File: config.mk
export PLATFORM = sky130hd
export DESIGN_NAME = uart_byte_receiver
export DESIGN_NICKNAME = d
export VERILOG_FILES = /design/src/rtl/uart_byte_receiver.sv
export SDC_FILE = /design/constraint.sdc
export NUM_CORES = 1
export LEC_CHECK = 0
export CAP_MARGIN = 20
export CORE_MARGIN = 2
export CORE_UTILIZATION = 40
export CTS_CLUSTER_SIZE = 30
export DETAILED_ROUTE_END_ITERATION = 6
export PLACE_DENSITY_LB_ADDON = 0.2
export RECOVER_POWER = 100
export SYNTH_ARGS = -nofsm -noshare
export SYNTH_HDL_FRONTEND = slang
export SYNTH_SLANG_ARGS = --single-unit
export TNS_END_PERCENT = 20
File: constraint.sdc
create_clock -name clk -period 3.65 [get_ports clk]
set_clock_uncertainty 0.1 [all_clocks]
set_input_delay 0.73 -clock clk [delete_from_list [all_inputs] [get_ports clk]]
set_output_delay 0.73 -clock clk [all_outputs]
set_load 0.1 [all_outputs]
File: src/rtl/uart_byte_receiver.sv
// uart_byte_receiver: recovers 8N1 UART frames from an asynchronous serial line.
// Synchronises rx, rejects start-bit glitches, samples each bit at mid-period,
// and holds the recovered byte under a valid/ack handshake.
//
// Ports:
//   clk            in   system clock, rising edge
//   rst_n          in   asynchronous reset, active-low
//   rx             in   serial line, idles high, asynchronous to clk
//   info_ack       in   consumer accepts the held byte
//   received_info  out  last good byte, LSB received first
//   info_valid     out  received_info holds an unacknowledged byte
//   frame_error    out  one-cycle pulse when a stop bit samples low
//   overrun        out  unacknowledged byte was overwritten; sticky until ack
//   busy           out  a frame is in progress (state != IDLE)
module uart_byte_receiver #(
  parameter int unsigned CLKS_PER_BIT = 5208
) (
  input  logic       clk,
  input  logic       rst_n,
  input  logic       rx,
  input  logic       info_ack,
  output logic [7:0] received_info,
  output logic       info_valid,
  output logic       frame_error,
  output logic       overrun,
  output logic       busy
);

  localparam int unsigned CNT_W     = (CLKS_PER_BIT > 1) ? $clog2(CLKS_PER_BIT) : 1;
  localparam int unsigned IDX_W     = 3;
  localparam int unsigned HALF_LAST = CLKS_PER_BIT / 2 - 1;
  localparam int unsigned BIT_LAST  = CLKS_PER_BIT - 1;

  typedef enum logic [2:0] {
    ST_IDLE      = 3'd0,
    ST_START     = 3'd1,
    ST_DATA      = 3'd2,
    ST_STOP      = 3'd3,
    ST_WAIT_HIGH = 3'd4
  } state_e;

  // Two-flop synchroniser; both stages reset to the idle (high) line level.
  logic rx_meta_q;
  logic rx_s_q;

  state_e             state_q, state_d;
  logic [CNT_W-1:0]   cnt_q, cnt_d;
  logic [IDX_W-1:0]   idx_q, idx_d;
  logic [7:0]         shreg_q, shreg_d;
  logic [7:0]         data_q, data_d;
  logic               valid_q, valid_d;
  logic               ferr_q, ferr_d;
  logic               ovr_q, ovr_d;
  logic               busy_q, busy_d;
  logic               load;

  // Synchroniser flops.
  always_ff @(posedge clk or negedge rst_n) begin
    if (!rst_n) begin
      rx_meta_q <= 1'b1;
      rx_s_q    <= 1'b1;
    end else begin
      rx_meta_q <= rx;
      rx_s_q    <= rx_meta_q;
    end
  end

  // State and output registers.
  always_ff @(posedge clk or negedge rst_n) begin
    if (!rst_n) begin
      state_q <= ST_IDLE;
      cnt_q   <= '0;
      idx_q   <= '0;
      shreg_q <= 8'h00;
      data_q  <= 8'h00;
      valid_q <= 1'b0;
      ferr_q  <= 1'b0;
      ovr_q   <= 1'b0;
      busy_q  <= 1'b0;
    end else begin
      state_q <= state_d;
      cnt_q   <= cnt_d;
      idx_q   <= idx_d;
      shreg_q <= shreg_d;
      data_q  <= data_d;
      valid_q <= valid_d;
      ferr_q  <= ferr_d;
      ovr_q   <= ovr_d;
      busy_q  <= busy_d;
    end
  end

  // Next-state, bit sampling and handshake logic.
  always_comb begin
    state_d = state_q;
    cnt_d   = cnt_q + CNT_W'(1);
    idx_d   = idx_q;
    shreg_d = shreg_q;
    data_d  = data_q;
    valid_d = valid_q;
    ferr_d  = 1'b0;
    ovr_d   = ovr_q;
    load    = 1'b0;

    unique case (state_q)
      ST_IDLE: begin
        cnt_d = '0;
        if (!rx_s_q) begin
          state_d = ST_START;
        end
      end

      // Mid start bit: a line already back high was only a glitch.
      ST_START: begin
        if (cnt_q == CNT_W'(HALF_LAST)) begin
          state_d = rx_s_q ? ST_IDLE : ST_DATA;
        end
      end

      ST_DATA: begin
        if (cnt_q == CNT_W'(BIT_LAST)) begin
          shreg_d[idx_q] = rx_s_q;
          cnt_d          = '0;
          idx_d          = idx_q + IDX_W'(1);
          if (idx_q == IDX_W'(7)) begin
            state_d = ST_STOP;
          end
        end
      end

      ST_STOP: begin
        if (cnt_q == CNT_W'(BIT_LAST)) begin
          if (rx_s_q) begin
            load    = 1'b1;
            state_d = ST_IDLE;
          end else begin
            ferr_d  = 1'b1;
            state_d = ST_WAIT_HIGH;
          end
        end
      end

      // Hold off until a break releases so it cannot look like start bits.
      ST_WAIT_HIGH: begin
        cnt_d = '0;
        if (rx_s_q) begin
          state_d = ST_IDLE;
        end
      end

      default: begin
        state_d = ST_IDLE;
      end
    endcase

    if (state_d != state_q) begin
      cnt_d = '0;
      idx_d = '0;
    end

    // A load with a simultaneous ack counts as consumed, so overrun clears.
    if (load) begin
      data_d  = shreg_q;
      valid_d = 1'b1;
      ovr_d   = valid_q && !info_ack;
    end else if (info_ack && valid_q) begin
      valid_d = 1'b0;
      ovr_d   = 1'b0;
    end

    busy_d = (state_d != ST_IDLE);
  end

  assign received_info = data_q;
  assign info_valid    = valid_q;
  assign frame_error   = ferr_q;
  assign overrun       = ovr_q;
  assign busy          = busy_q;

endmodule

==> results of run 1 <==
==> where the power goes <==
part	internal, mW	switching (mW)	total [mW]
registers	0.456	0.00218	0.458
clock network	0.171	0.146	0.317
logic	0.00237	0.00874	0.0111
==> through the flow <==
step / power, mW / setup slack [ps] / cell area (sq um) / hold WS [ps] / util, %
final: 0.786 / 538 / 2170 / 257 / 46.5
after global routing: 0.823 / 306 / 2170 / 266 / 46.5
after CTS: 0.804 / 644 / 2190 / 259 / 47.0
after detailed placement: 0.480 / 686 / 2090 / 248 / 44.8
after global placement: 0.479 / 717 / 2090 / 251 / 44.8
after floorplan: 0.467 / 1000 / 1920 / 245 / -
==> kinds of logic after synthesis <==
logic type      after synthesis
fa+ha+maj                     3
mux                          17
xor+xnor                     12
buf+inv                      10
simple gates                 69
flops                        41
compound gates               13
==> sequential cells by signal, summed over array words and instances, names as in the netlist <==
| register | count |
|---|---|
| cnt_q | 13 |
| received_info | 8 |
| shreg_q | 8 |
| idx_q | 3 |
| state_q | 3 |
| busy | 1 |
| frame_error | 1 |
| info_valid | 1 |
| overrun | 1 |
| rx_meta_q | 1 |
| rx_s_q | 1 |
==> worst paths after layout <==
check                          start          to  cells past startpoint
setup / recovery            cnt_q[0]  shreg_q[7]                      6
hold / removal             rx_meta_q      rx_s_q                      0
setup reg to reg            cnt_q[0]  shreg_q[7]                      6
hold reg to reg            rx_meta_q      rx_s_q                      0
max in group asynchronous      rst_n   cnt_q[11]                      1
min in group asynchronous      rst_n   cnt_q[12]                      1
==> worst max-delay path: cells and delay by family, from the launching register on <==
kind	cells	cell delay (ps)
fa+ha+maj	1	240
simple gates	4	1920
flops	1	410
mux	1	340
==> layer usage <==
| layer | wire [microns] | up-vias | global-route usage, % | share of wire [%] |
|---|---|---|---|---|
| met5 | 0 | - | 0 | 0 |
| met4 | 40 | 0 | 6.06 | 1.3 |
| met3 | 105 | 5 | 3.70 | 3.3 |
| met2 | 1420 | 21 | 19.3 | 45 |
| met1 | 1570 | 597 | 17.9 | 50 |
| li1 | - | 609 | - | - |
==> layout make-up <==
| cell class | count | area (sq um) |
|---|---|---|
| clock buffer | 7 | 96.3 |
| clock inverter | 1 | 5.00 |
| fill | 417 | 2490 |
| inverter | 2 | 7.51 |
| multi-input combinational | 114 | 818 |
| sequential | 41 | 1030 |
| tap | 54 | 67.6 |
| timing repair buffer | 15 | 144 |
==> cells in the mapped netlist, drive strengths merged <==
cell type / count / share of area (%)
a21bo: 1 / 0.52
nor3: 5 / 1.9
clkbuf: 4 / 0.85
nand2b: 2 / 0.65
dfstp: 2 / 2.7
nor2: 14 / 2.7
ha: 3 / 2.0
o21ai: 3 / 0.78
a21o: 1 / 0.39
a22oi: 1 / 0.39
mux2: 16 / 9.4
nor4b: 3 / 2.1
a21oi: 4 / 1.0
and4: 1 / 0.46
a41oi: 1 / 0.46
or3: 3 / 0.98
xor2: 7 / 3.2
mux2i: 1 / 0.52
nand2: 13 / 2.5
or3b: 2 / 0.91
dfrtp: 39 / 51
and3: 6 / 2.0
a2bb2oi: 1 / 0.78
nor4: 3 / 0.98
nand4b: 3 / 1.4
xnor2: 5 / 2.3
nor2b: 3 / 0.98
nand4: 1 / 0.33
buf: 4 / 1.5
nor4bb: 1 / 0.52
inv: 2 / 0.39
or4: 1 / 0.59
nor3b: 1 / 0.39
nand3: 6 / 1.6
o21a: 1 / 0.39
nand4bb: 1 / 0.59
==> results.cfg, run 1 <==
[run_status]
status = finished, violations left
failed_checks = max-capacitance violations, max-slew violations

[yosys]
synth_cell_type_count = 44
yosysWarnings = 0
synth_top_family_by_area = simple AND/OR/NAND/NOR gates
synthCells = 165
synth_compound_area_share_pct = 4.76
syn_nets = 172
syn-cell-area_sq_um = 1920
yosysSeqAreaShare_pct = 53.6
muxShareOfSynthArea_pct = 9.90
synth_fa_ha_area_share_pct = 1.95
avgSynthCellArea_sq_um = 11.6
synth_simple_gate_area_share_pct = 21.6
synth-xor-area-share_pct = 5.47
ys_ff_latch = 41

[timing]
finalCritPeriodShare_pct = 85.3
finalSetupViolations = 0
tns_ps = 0
min_period_ps = 3110
drv_slew = 42
finalHoldViolations = 0
worst_pin_slew_ps = 2110
rsz0062_at_grt = no
fmax_ghz = 0.321
relSlewSlack_pct = -40.9

[global_routing]
grt_overflow = 0
grt.total_usage_pct = 13.1
grt_pass1_wl_microns = 5390
grt_max_degree = 42
grt_pass1_vias = 1181
antenna_found_initial = 0

[clock_tree]
post_cts_buffers = 0
cts_tree = done
cts_max_level = 2
clockRootBuffer = clkbuf_8
clock_sinks = 41
cts_buffers = 5
cts_max_path_buffers = 2
clkLatencyLatePin_ps = 290
clk_pin_slew_ps = 80
hold_buffers = 0
cts_resized = 0

[worst_setup_path]
cp.required_ps = 3730
arrival_ps = 3190
path_cells = ha_1 > or3b_1 > or4_1 > nor3_1 > nand4_1 > mux2_1
worst_setup_path_start_kind = register
r2r_slack_ps = 540
crit_path_end_kind = register
critical_path_class = reg2reg
slowest_stage = or4_1
cpPeakStageDelay_ps = 680
cp_max_fo = 7

[die]
initial_core_util_pct = 41.2
ios = 16
die_w_microns = 73.3
die_area_sq_um = 5370
die_y_microns = 73.3
core_area_sq_um = 4660
num_rows = 25

[power]
power_density_nw_per_um2 = 363
p_leak_nw = 1.04
peakVddDrop_uv = 217

[final_layout]
final_cell_mix = dfrtp_1, nor2_1, nand2_1, dlygate4sd3_1, mux2_2
final_cells = 234
final_common_cell = dfrtp_1
area_growth_syn_to_layout_pct = 12.8
finalNetCount = 186
diodes = 0
layout-drive-gt1-share_pct = 12.8

[detailed_routing]
first_pass_iters = 4
drc = 0
first_iter_violations = 72
via_count = 1232
routedWlPerCell_microns = 13.4
routed_wl_microns = 3140
vias_per_cell = 5.26
ant_nets = 0

[placement]
dp_hpwl_microns = 2160
gp_congestion = 0.903
portBuffers = 15
dpl.cell_count = 226

[hold_path]
worstHoldPathType = reg2reg

[run]
maxCapViolCount = 1
Power figures use the tool's default switching activity.
==> run 2, diff against run 1 <==
Settings changed: GPL_ROUTABILITY_DRIVEN set to 0.
==> results of run 2 <==
Final layout, timing and power as in run 1 (identical DEF).
==> run 3, diff against run 2 <==
Settings changed: ABC_AREA set to 1, CORE_MARGIN 2 to 1.5.
==> run 3 against run 2 <==
Compared with the run above:
- the flow still finishes with violations (max-capacitance violations, max-slew violations)
- cell area up 11%
- register-to-register slack better by 330 ps
- sequential share of layout area down 4.7 points
- via count up 25%
- worst setup slack better by 330 ps
- clock-buffer cell count down 2
- sequential power about the same
- synthesized cell count up 52%
- utilization down 0.32 points
- die area up 11%
- final cell count up 45%
- critical path type unchanged
- critical endpoint is now cnt_q[12]
- highest routed layer unchanged
==> results.cfg, run 3 <==
[run_status]
status = finished, violations left
failed_checks = max-capacitance violations, max-slew violations

[power]
pwr-share-seq_pct = 60.3
power.total_mw = 0.757
power_density_nw_per_um2 = 315
power_frac_comb_pct = 1.8
peakVddDrop_uv = 152
p_int_mw = 0.590
p_leak_nw = 1.17
p_sw_share_pct = 22.1
power_frac_clock_pct = 37.9
p_switching_mw = 0.167

[timing]
worst_pin_slew_ps = 2150
fmax_ghz = 0.359
drv_slew = 42
rsz0062_at_grt = no
finalHoldViolations = 0
tns_ps = 0
finalSetupViolations = 0
finalCritPeriodShare_pct = 76.3
relSlewSlack_pct = -43.1
setup_ws_ps = 867
min_period_ps = 2780

[clock_tree]
cts_tree = done
cts_max_level = 2
clock_sinks = 41
clockRootBuffer = clkbuf_8
clk_pin_slew_ps = 80
cts_resized = 0
cts_buffers = 5
post_cts_buffers = 0
clkLatencyLatePin_ps = 290
hold_buffers = 0
cts_max_path_buffers = 2

[worst_setup_path]
r2r_end = cnt_q[12]
cpMostUsedCell = nand2_1
slowest_stage = nand2_1
critPathBufInv = 1
path_cells = ha_1 > nand2_1 > nor2_1 > nand3_1 > nand2_1 > nand2_1 > clkinvlp_2 > nand4_2 > nand2_1 > nand2_1 > nor2_1
cp.required_ps = 3690
arrival_ps = 2820
cpPeakStageDelay_ps = 860
cp_max_fo = 16
cp_top_family = simple AND/OR/NAND/NOR gates
crit_path_end_kind = register
worst_setup_path_start_kind = register
cp.depth = 11
critical_path_class = reg2reg
ff2ff_path_depth = 11
reg2reg_from = cnt_q[0]
r2r_slack_ps = 870

[global_routing]
grt_max_degree = 42
grt_overflow = 0
grt.total_usage_pct = 15.5
grt_pass1_wl_microns = 7250
grt_pass1_vias = 1574
antenna_found_initial = 0

[yosys]
ys_top_cells_by_area = dfrtp_1, nand2_1, nor2_1
yosys.area.top_type = dfrtp_1
yosysWarnings = 0
yosysSeqAreaShare_pct = 46.8
syn_nets = 258
avgSynthCellArea_sq_um = 8.76
ys_ff_latch = 41
synthCells = 251
synth_edf_count = 0
ys_async_sr_fraction_pct = 100
yosys.area.top_type_share_pct = 44.4
syn-cell-area_sq_um = 2200
synth_cell_type_count = 29
synth_ff_type = dfrtp_1
synth_commonest_cells = nand2_1, nor2_1, dfrtp_1

[final_layout]
layout-drive-gt1-share_pct = 13.3
fillers = 537
largest_register = cnt_q
final_cell_mix = nand2_1, nor2_1, dfrtp_1
finalNetCount = 276
area_growth_syn_to_layout_pct = 9.33
largest_register_ffs = 13
post-route-util_pct = 46.2
diodes = 0
final_common_cell = nand2_1
final_area_sq_um = 2400

[hold_path]
min-delay-start = rx_meta_q
worstHoldPathType = reg2reg
holdPathEnd = rx_s_q
worstHoldPathCells = 0

[detailed_routing]
vias_per_cell = 4.54
ant_nets = 0
drc = 0
routedWlPerCell_microns = 11.2
first_iter_violations = 86
routed_wl_microns = 3800
via_count = 1543
first_pass_iters = 4

[placement]
portBuffers = 15
dp_hpwl_microns = 2700
place_ws_ps = 1340
placed_cell_area_sq_um = 2390

[die]
num_rows = 26
initial_core_util_pct = 42.2
die_w_microns = 77.1
die_area_sq_um = 5950
ios = 16
core_area_sq_um = 5200
die_y_microns = 77.1

[run]
maxCapViolCount = 1
==> run 3: cell count changes after synthesis, sizes merged, moves of 4 or more <==
cell,change
a21oi,+4
and3,-5
clkbuf,-4
inv,+32
mux2,-8
nand2,+36
nand3,+11
nand4,+5
nor2,+47
o21ai,+8
xnor2,-5
xor2,-5
==> run 3: per-stage QoR <==
step / hold slack, ps / std cells
2_1_floorplan: 245 / 251
3_3_place_gp: 247 / 332
5_1_grt: 267 / 340
6_report: 261 / 340
4_1_cts: 265 / 340
3_5_place_dp: 252 / 332
==> run 3: area by class of cell <==
class	instances	area, sq um	area share, %
timing repair buffer	15	144	5.99
multi-input combinational	171	925	38.5
clock buffer	5	68.8	2.86
sequential	41	1030	42.8
clock inverter	3	17.5	0.729
inverter	35	133	5.52
tap	70	87.6	3.64
==> run 3: worst max path at each step <==
stage | slack [ps] | startpoint | end
after global placement | 1340 | info_valid | info_valid
after CTS | 1000 | info_valid | info_valid
after detailed placement | 1340 | info_valid | info_valid
after global routing | 550 | cnt_q[0] | cnt_q[12]
after floorplan | 1890 | cnt_q[0] | cnt_q[10]
final | 870 | cnt_q[0] | cnt_q[12]
==> run 3: layer usage <==
metal  vias to the layer above  track usage [%]  part of all wire [%]
li1                        826                -                     -
met1                       695             20.7                    50
met2                        16             23.9                    46
met3                         6             3.21                   1.9
met4                         0             7.09                   1.8
met5                         -                0                     0
==> run 3: worst register-to-register path, delay by kind of cell, from the launching register on <==
| kind | cells | cell delay (ps) |
|---|---|---|
| and+or+nand+nor | 9 | 1740 |
| adders and majority gates | 1 | 250 |
| DFF | 1 | 410 |
| buffers and inverters | 1 | 130 |
==> run 3: kinds of logic (layout without fill, tap and decap cells) <==
kind of cell,after synthesis,count (layout),synth area share (%)
compound gates,20,20,5.01
xor+xnor,2,2,0.797
fa+ha+maj,3,3,1.71
buf+inv,39,58,7.91
flops,41,41,46.8
mux,8,8,5.29
simple gates,138,138,32.5
==> run 3: power groups by stage <==
stage	logic [mW]	clock network, mW	registers [mW]
2_1_floorplan	0.00274	0	0.465
3_5_place_dp	0.0152	0	0.466
5_1_grt	0.0165	0.319	0.457
3_3_place_gp	0.0153	0	0.466
4_1_cts	0.0153	0.303	0.457
6_report	0.0137	0.287	0.457
